==> config.mk <==
export PLATFORM = sky130hd
export DESIGN_NAME = muldiv_unit
export DESIGN_NICKNAME = d
export VERILOG_FILES = /design/src/rtl/muldiv_pkg.sv /design/src/rtl/muldiv_unit.sv
export SDC_FILE = /design/constraint.sdc
export NUM_CORES = 1
export LEC_CHECK = 0
export CAP_MARGIN = 20
export CELL_PAD_IN_SITES_DETAIL_PLACEMENT = 1
export CELL_PAD_IN_SITES_GLOBAL_PLACEMENT = 2
export CORE_ASPECT_RATIO = 1.25
export CORE_MARGIN = 4
export CORE_UTILIZATION = 37
export CTS_BUF_LIST = sky130_fd_sc_hd__clkbuf_8
export DETAILED_ROUTE_END_ITERATION = 6
export HOLD_SLACK_MARGIN = 0.1
export PLACE_DENSITY_LB_ADDON = 0.1
export SLEW_MARGIN = 20
export SYNTH_ARGS = -nofsm -noshare
export SYNTH_HDL_FRONTEND = slang
export SYNTH_SLANG_ARGS = --single-unit
export TNS_END_PERCENT = 1
==> constraint.sdc <==
create_clock -name clk -period 19.3 [get_ports clk]
set_input_delay 4.825 -clock clk [delete_from_list [all_inputs] [get_ports clk]]
set_output_delay 4.825 -clock clk [all_outputs]
set_load 0.005 [all_outputs]
==> src/rtl/muldiv_pkg.sv <==
// muldiv_pkg
//  Shared definitions for the iterative multiply/divide unit: the ALU_OP_*
//  codes it services, the state encoding of its FSM, and small op-decode
//  helpers. The unit has no private op codes; it only recognises these four.
package muldiv_pkg;

   localparam logic [4:0] ALU_OP_MULT  = 5'h18;
   localparam logic [4:0] ALU_OP_MULTU = 5'h19;
   localparam logic [4:0] ALU_OP_DIV   = 5'h1A;
   localparam logic [4:0] ALU_OP_DIVU  = 5'h1B;

   typedef enum logic [1:0] {
      MD_IDLE = 2'd0,
      MD_PREP = 2'd1,
      MD_CALC = 2'd2,
      MD_FIX  = 2'd3
   } md_state_e;

   function automatic logic is_muldiv_op(input logic [4:0] op);
      return (op == ALU_OP_MULT) || (op == ALU_OP_MULTU) ||
             (op == ALU_OP_DIV)  || (op == ALU_OP_DIVU);
   endfunction

   function automatic logic is_div_op(input logic [4:0] op);
      return (op == ALU_OP_DIV) || (op == ALU_OP_DIVU);
   endfunction

   function automatic logic is_signed_op(input logic [4:0] op);
      return (op == ALU_OP_MULT) || (op == ALU_OP_DIV);
   endfunction

endpackage

==> src/rtl/muldiv_unit.sv <==
// muldiv_unit
//  Iterative signed/unsigned multiply and divide beside the ALU in EX. Owns
//  the architectural HI/LO registers and services MTHI/MTLO writes.
//  Operations take WIDTH+3 cycles from start to the done pulse; the pipeline
//  stalls MFHI/MFLO while busy is high.
// Ports
//  clk, rst        clock (rising edge), asynchronous active-high reset
//  start, op, a, b launch an operation (accepted only while idle)
//  hi_we, lo_we    MTHI / MTLO write strobes with data on wdata (idle only)
//  busy            operation in flight (PREP through FIX)
//  done            one-cycle pulse in the cycle HI/LO show a new result
//  hi, lo          HI (product upper / remainder), LO (product lower / quotient)
module muldiv_unit
   import muldiv_pkg::*;
#(
   parameter int WIDTH = 32
) (
   input  logic             clk,
   input  logic             rst,
   input  logic             start,
   input  logic [4:0]       op,
   input  logic [WIDTH-1:0] a,
   input  logic [WIDTH-1:0] b,
   input  logic             hi_we,
   input  logic             lo_we,
   input  logic [WIDTH-1:0] wdata,
   output logic             busy,
   output logic             done,
   output logic [WIDTH-1:0] hi,
   output logic [WIDTH-1:0] lo
);

   localparam int CW = (WIDTH > 1) ? $clog2(WIDTH) : 1;

   md_state_e        state_q, state_d;
   logic [4:0]       op_q, op_d;
   logic [WIDTH-1:0] hi_w_q, hi_w_d;      // accumulator upper / partial remainder
   logic [WIDTH-1:0] lo_w_q, lo_w_d;      // accumulator lower / multiplier / quotient
   logic [WIDTH-1:0] opnd_q, opnd_d;      // multiplicand / divisor magnitude
   logic [CW-1:0]    cnt_q, cnt_d;
   logic             neg_q, neg_d;        // product / quotient must be negated
   logic             rem_neg_q, rem_neg_d;// remainder takes the dividend's sign
   logic [WIDTH-1:0] hi_q, hi_d;
   logic [WIDTH-1:0] lo_q, lo_d;
   logic             done_q, done_d;

   logic [WIDTH:0]     sum;
   logic [WIDTH:0]     rem_sh;
   logic [WIDTH:0]     diff;
   logic [2*WIDTH-1:0] prod;
   logic [WIDTH-1:0]   quot;

   always_comb begin
      // NOTE: every signal written here gets a default first, so no path can
      // leave one unassigned and infer a latch.
      state_d   = state_q;
      op_d      = op_q;
      hi_w_d    = hi_w_q;
      lo_w_d    = lo_w_q;
      opnd_d    = opnd_q;
      cnt_d     = cnt_q;
      neg_d     = neg_q;
      rem_neg_d = rem_neg_q;
      hi_d      = hi_q;
      lo_d      = lo_q;
      done_d    = 1'b0;

      sum    = {1'b0, hi_w_q} + {1'b0, opnd_q};
      rem_sh = {hi_w_q, lo_w_q[WIDTH-1]};
      diff   = rem_sh - {1'b0, opnd_q};
      prod   = {hi_w_q, lo_w_q};
      quot   = lo_w_q;

      case (state_q)
         MD_IDLE: begin
            if (hi_we) hi_d = wdata;
            if (lo_we) lo_d = wdata;
            if (start && is_muldiv_op(op)) begin
               op_d    = op;
               lo_w_d  = a;
               opnd_d  = b;
               state_d = MD_PREP;
            end
         end

         MD_PREP: begin
            if (is_signed_op(op_q)) begin
               neg_d     = lo_w_q[WIDTH-1] ^ opnd_q[WIDTH-1];
               rem_neg_d = lo_w_q[WIDTH-1];
               lo_w_d    = lo_w_q[WIDTH-1] ? -lo_w_q : lo_w_q;
               opnd_d    = opnd_q[WIDTH-1] ? -opnd_q : opnd_q;
            end else begin
               neg_d     = 1'b0;
               rem_neg_d = 1'b0;
            end
            hi_w_d  = '0;
            cnt_d   = CW'(WIDTH - 1);
            state_d = MD_CALC;
         end

         MD_CALC: begin
            if (is_div_op(op_q)) begin
               // Restoring step: shift in the next dividend bit; keep the
               // subtraction only if it did not borrow.
               if (!diff[WIDTH]) begin
                  hi_w_d = diff[WIDTH-1:0];
                  lo_w_d = {lo_w_q[WIDTH-2:0], 1'b1};
               end else begin
                  hi_w_d = rem_sh[WIDTH-1:0];
                  lo_w_d = {lo_w_q[WIDTH-2:0], 1'b0};
               end
            end else begin
               // Shift-add, LSB first: the multiplier drains out of lo_w as
               // the product fills in from the top, carry included.
               if (lo_w_q[0]) {hi_w_d, lo_w_d} = {sum, lo_w_q[WIDTH-1:1]};
               else           {hi_w_d, lo_w_d} = {1'b0, hi_w_q, lo_w_q[WIDTH-1:1]};
            end
            cnt_d = cnt_q - CW'(1);
            if (cnt_q == '0) state_d = MD_FIX;
         end

         MD_FIX: begin
            if (is_div_op(op_q)) begin
               // A zero divisor leaves an all-ones quotient, which is
               // reported unsigned; the remainder sign rule then restores a.
               if (opnd_q == '0) quot = '1;
               else if (neg_q)   quot = -lo_w_q;
               lo_d = quot;
               hi_d = rem_neg_q ? -hi_w_q : hi_w_q;
            end else begin
               {hi_d, lo_d} = neg_q ? -prod : prod;
            end
            done_d  = 1'b1;
            state_d = MD_IDLE;
         end

         default: state_d = MD_IDLE;
      endcase
   end

   // NOTE: sequential state uses non-blocking assignments only, so every flop
   // samples the pre-edge values computed above regardless of statement order.
   always_ff @(posedge clk or posedge rst) begin
      if (rst) begin
         state_q   <= MD_IDLE;
         op_q      <= '0;
         hi_w_q    <= '0;
         lo_w_q    <= '0;
         opnd_q    <= '0;
         cnt_q     <= '0;
         neg_q     <= 1'b0;
         rem_neg_q <= 1'b0;
         hi_q      <= '0;
         lo_q      <= '0;
         done_q    <= 1'b0;
      end else begin
         state_q   <= state_d;
         op_q      <= op_d;
         hi_w_q    <= hi_w_d;
         lo_w_q    <= lo_w_d;
         opnd_q    <= opnd_d;
         cnt_q     <= cnt_d;
         neg_q     <= neg_d;
         rem_neg_q <= rem_neg_d;
         hi_q      <= hi_d;
         lo_q      <= lo_d;
         done_q    <= done_d;
      end
   end

   assign busy = (state_q != MD_IDLE);
   assign done = done_q;
   assign hi   = hi_q;
   assign lo   = lo_q;

endmodule
==> impl_metrics.py <==
metrics = {
    "synthesis": {
        "synth_top_area_cell": "dfrtp_1",
        "syn_area_um2": 14790,
        "synth.area.top_cells": "dfrtp_1 (30%), ha_1 (6.3%), nand2_1 (6.2%), o21ai_0 (6.2%), a21oi_1 (5.2%)",
        "yosys_warnings": 0,
        "synthesis.nets": 2085,
        "netlist_instances": 1903,
        "async_flop_share_pct": 100.0,
        "yosysSeqAreaShare_pct": 29.61,
        "ys_ff_latch": 175,
        "synth_compound_area_share_pct": 27.07,
        "netlist.area_leader.share_pct": 29.61,
        "synth_fa_ha_area_share_pct": 6.531,
        "synth_common_cells": "nand2_1 (244), o21ai_0 (182), dfrtp_1 (175)",
        "synth_edf_count": 0,
        "synth_top_family_by_area": "compound AO/OA/AOI/OAI gates",
        "synth_xor_area_share_pct": 7.462,
        "synthDistinctLibCells": 78,
        "synth-simple-area-share_pct": 18.98,
        "synthMuxAreaShare_pct": 4.738,
        "synth_top_flop_cell": "dfrtp_1",
        "synth.most_common_cell": "nand2_1",
        "postSynthAreaPerCell_um2": 7.772,
    },
    "pwr": {
        "switching_share_pct": 54.13,
        "ir_worst_vdd_v": 0.00006737,
        "p_seq_share_pct": 22.9,
        "p_clk_share_pct": 8.1,
        "pwr-share-comb_pct": 69.1,
        "p_int_mw": 1.519,
        "switching_power_mw": 1.792,
        "p_leak_nw": 7.084,
        "p_total_mw": 3.311,
        "p_per_area_nw_per_um2": 192.5,
    },
    "place": {
        "place_area_um2": 16830,
        "place_ws_ns": 11.72,
        "gp_congestion": 0.9057,
        "dp.cells": 2459,
        "io_buffers": 171,
        "hpwl_um": 42990,
    },
    "floorplanning": {
        "fp.coreArea_um2": 39320,
        "die_w_um": 186.8,
        "num_io_pins": 172,
        "rows": 81,
        "die-area_um2": 43250,
        "initial_utilization_pct": 37.61,
        "fp.dieH_um": 231.5,
    },
    "global_route": {
        "busiest_layer": "met2",
        "grtUsageMet3_pct": 3.344,
        "gr-usage-met2_pct": 43.98,
        "grt_usage_pct": 25.87,
        "grt_pass1_wl_um": 89010,
        "met1_usage_pct": 33.41,
        "grt_pass1_vias": 15080,
        "grt_start_max_net_pins": 75,
        "antenna_found_initial": 0,
        "grt.overflow.total": 0,
    },
    "clocking": {
        "tritoncts": "built",
        "cts_hold_buffers": 0,
        "cts.path.max_buffers": 2,
        "cts_buffers": 17,
        "post-cts-setup-buffer-count": 0,
        "htreeDepth": 4,
        "root_buffer": "clkbuf_8",
        "clk_pin_slew_worst_paths_ns": 0.10,
        "ctsResizeCount": 0,
        "clock_latency_ns": 0.55,
        "cts_sinks": 175,
    },
    "cells_and_area": {
        "area.growth.synth_to_final_pct": 16.28,
        "fin_area_um2": 17200,
        "fillerInstances": 4818,
        "instances_no_fill": 2490,
        "regArea_um2": 4380,
        "multi_input_area_um2": 9654,
        "drive_above_1_share_pct": 4.518,
        "nets": 2162,
        "finish.utilization_pct": 43.73,
        "diodes": 0,
    },
    "routing": {
        "viasPerCell": 5.924,
        "wl_per_cell_um": 22.76,
        "route.detailed.drc": 0,
        "detail-route-antenna-nets": 0,
        "wl_um": 56680,
        "vias": 14750,
        "dr.pass1.iters": 5,
        "drt_iter0_drc": 783,
    },
    "timing": {
        "worst_slack_ns": 12.36,
        "fin_hold_ws_ns": 0.4761,
        "tightest_slew_ns": 1.021,
        "period_share_pct": 35.98,
        "period_minus_slack_ns": 6.944,
        "drv_slew": 0,
        "report.final.setup_viol": 0,
        "fin_setup_tns_ns": 0,
        "fmax_ghz": 0.1440,
        "finalHoldViolCount": 0,
        "max-slew-margin-rel_pct": 31.67,
        "skew_ns": 0.02678,
        "rsz0062_at_grt": "no",
    },
    "outcome": {
        "status": "finished clean",
    },
    "critical_path": {
        "max_stage_delay_ns": 0.47,
        "start_kind": "register",
        "crit_type": "reg -> out",
        "crit_required_ns": 14.48,
        "cp_top_family": "buffers and inverters",
        "cp_max_fo": 9,
        "setup.worst_path.end_class": "primary output",
        "crit_chain": "inv_1 > ha_2 > inv_1 > clkdlybuf4s50_1",
        "r2r_slack_ns": 14.53,
        "cpMaxStageDelayCell": "clkdlybuf4s50_1",
        "crit_top_cell": "inv_1",
        "crit_buf_inv": 3,
        "critPathArrivalTime_ns": 2.12,
    },
    "flow_run": {
        "drv_cap": 0,
    },
    "worst_hold_path": {
        "hold_path.class": "reg -> reg",
    },
}
## state kept, by name (all words and copies together), names as in the netlist
register	count
hi_w_q	32
rem_neg_q	1
opnd_q	32
op_q	5
neg_q	1
done	1
lo_w_q	32
cnt_q	5
state_q	2
lo	32
hi	32
## final timing paths
check                      startpoint   endpoint  cells after the start
setup / recovery           state_q[0]       busy                      4
hold / removal                op_q[3]    op_q[3]                      1
setup reg to reg            lo_w_q[0]     hi[12]                     12
hold reg to reg               op_q[3]    op_q[3]                      1
max in group asynchronous         rst  lo_w_q[0]                      3
min in group asynchronous         rst     lo[12]                      2
## power by group through the flow
stage	registers, mW	clock network, mW	logic, mW
global route	0.785	0.287	2.53
global placement	0.757	0	2.24
detailed placement	0.764	0	2.28
finish	0.757	0.267	2.29
CTS	0.756	0.274	2.29
floorplan	0.643	0	1.61
## cell usage in the layout (no fill, tap or decap), drive strengths merged, types with 30 or more instances in the layout
cell / n
xor2: 41
a21oi: 154
clkdlybuf4s50: 171
o31ai: 30
o21ai: 214
nor3: 57
or3: 35
o22ai: 41
xnor2: 85
nand2: 244
nor2: 138
mux2i: 61
ha: 74
inv: 87
dfrtp: 175
## layer usage
layer	share of wire [%]	wire length (µm)
met3	3.5	2003
met1	44	25210
met5	0	0
met4	3.8	2153
met2	48	27310
## layout make-up
cell class	count	area share, %
tap	498	3.623
clock buffer	19	1.521
timing repair buffer	193	10.91
sequential	175	25.47
inverter	79	1.753
clock inverter	12	0.5748
multi-input combinational	1514	56.14
## cells by family (layout without fill, tap and decap cells)
group | after synthesis | in the layout
AOI/OAI and AO/OA | 638 | 638
xor gates and xnor gates | 126 | 126
adders and majority gates | 76 | 76
buffers and inverters | 214 | 303
DFF | 175 | 175
muxes | 69 | 69
and+or+nand+nor | 605 | 605
(Power assumes the default switching activity.)
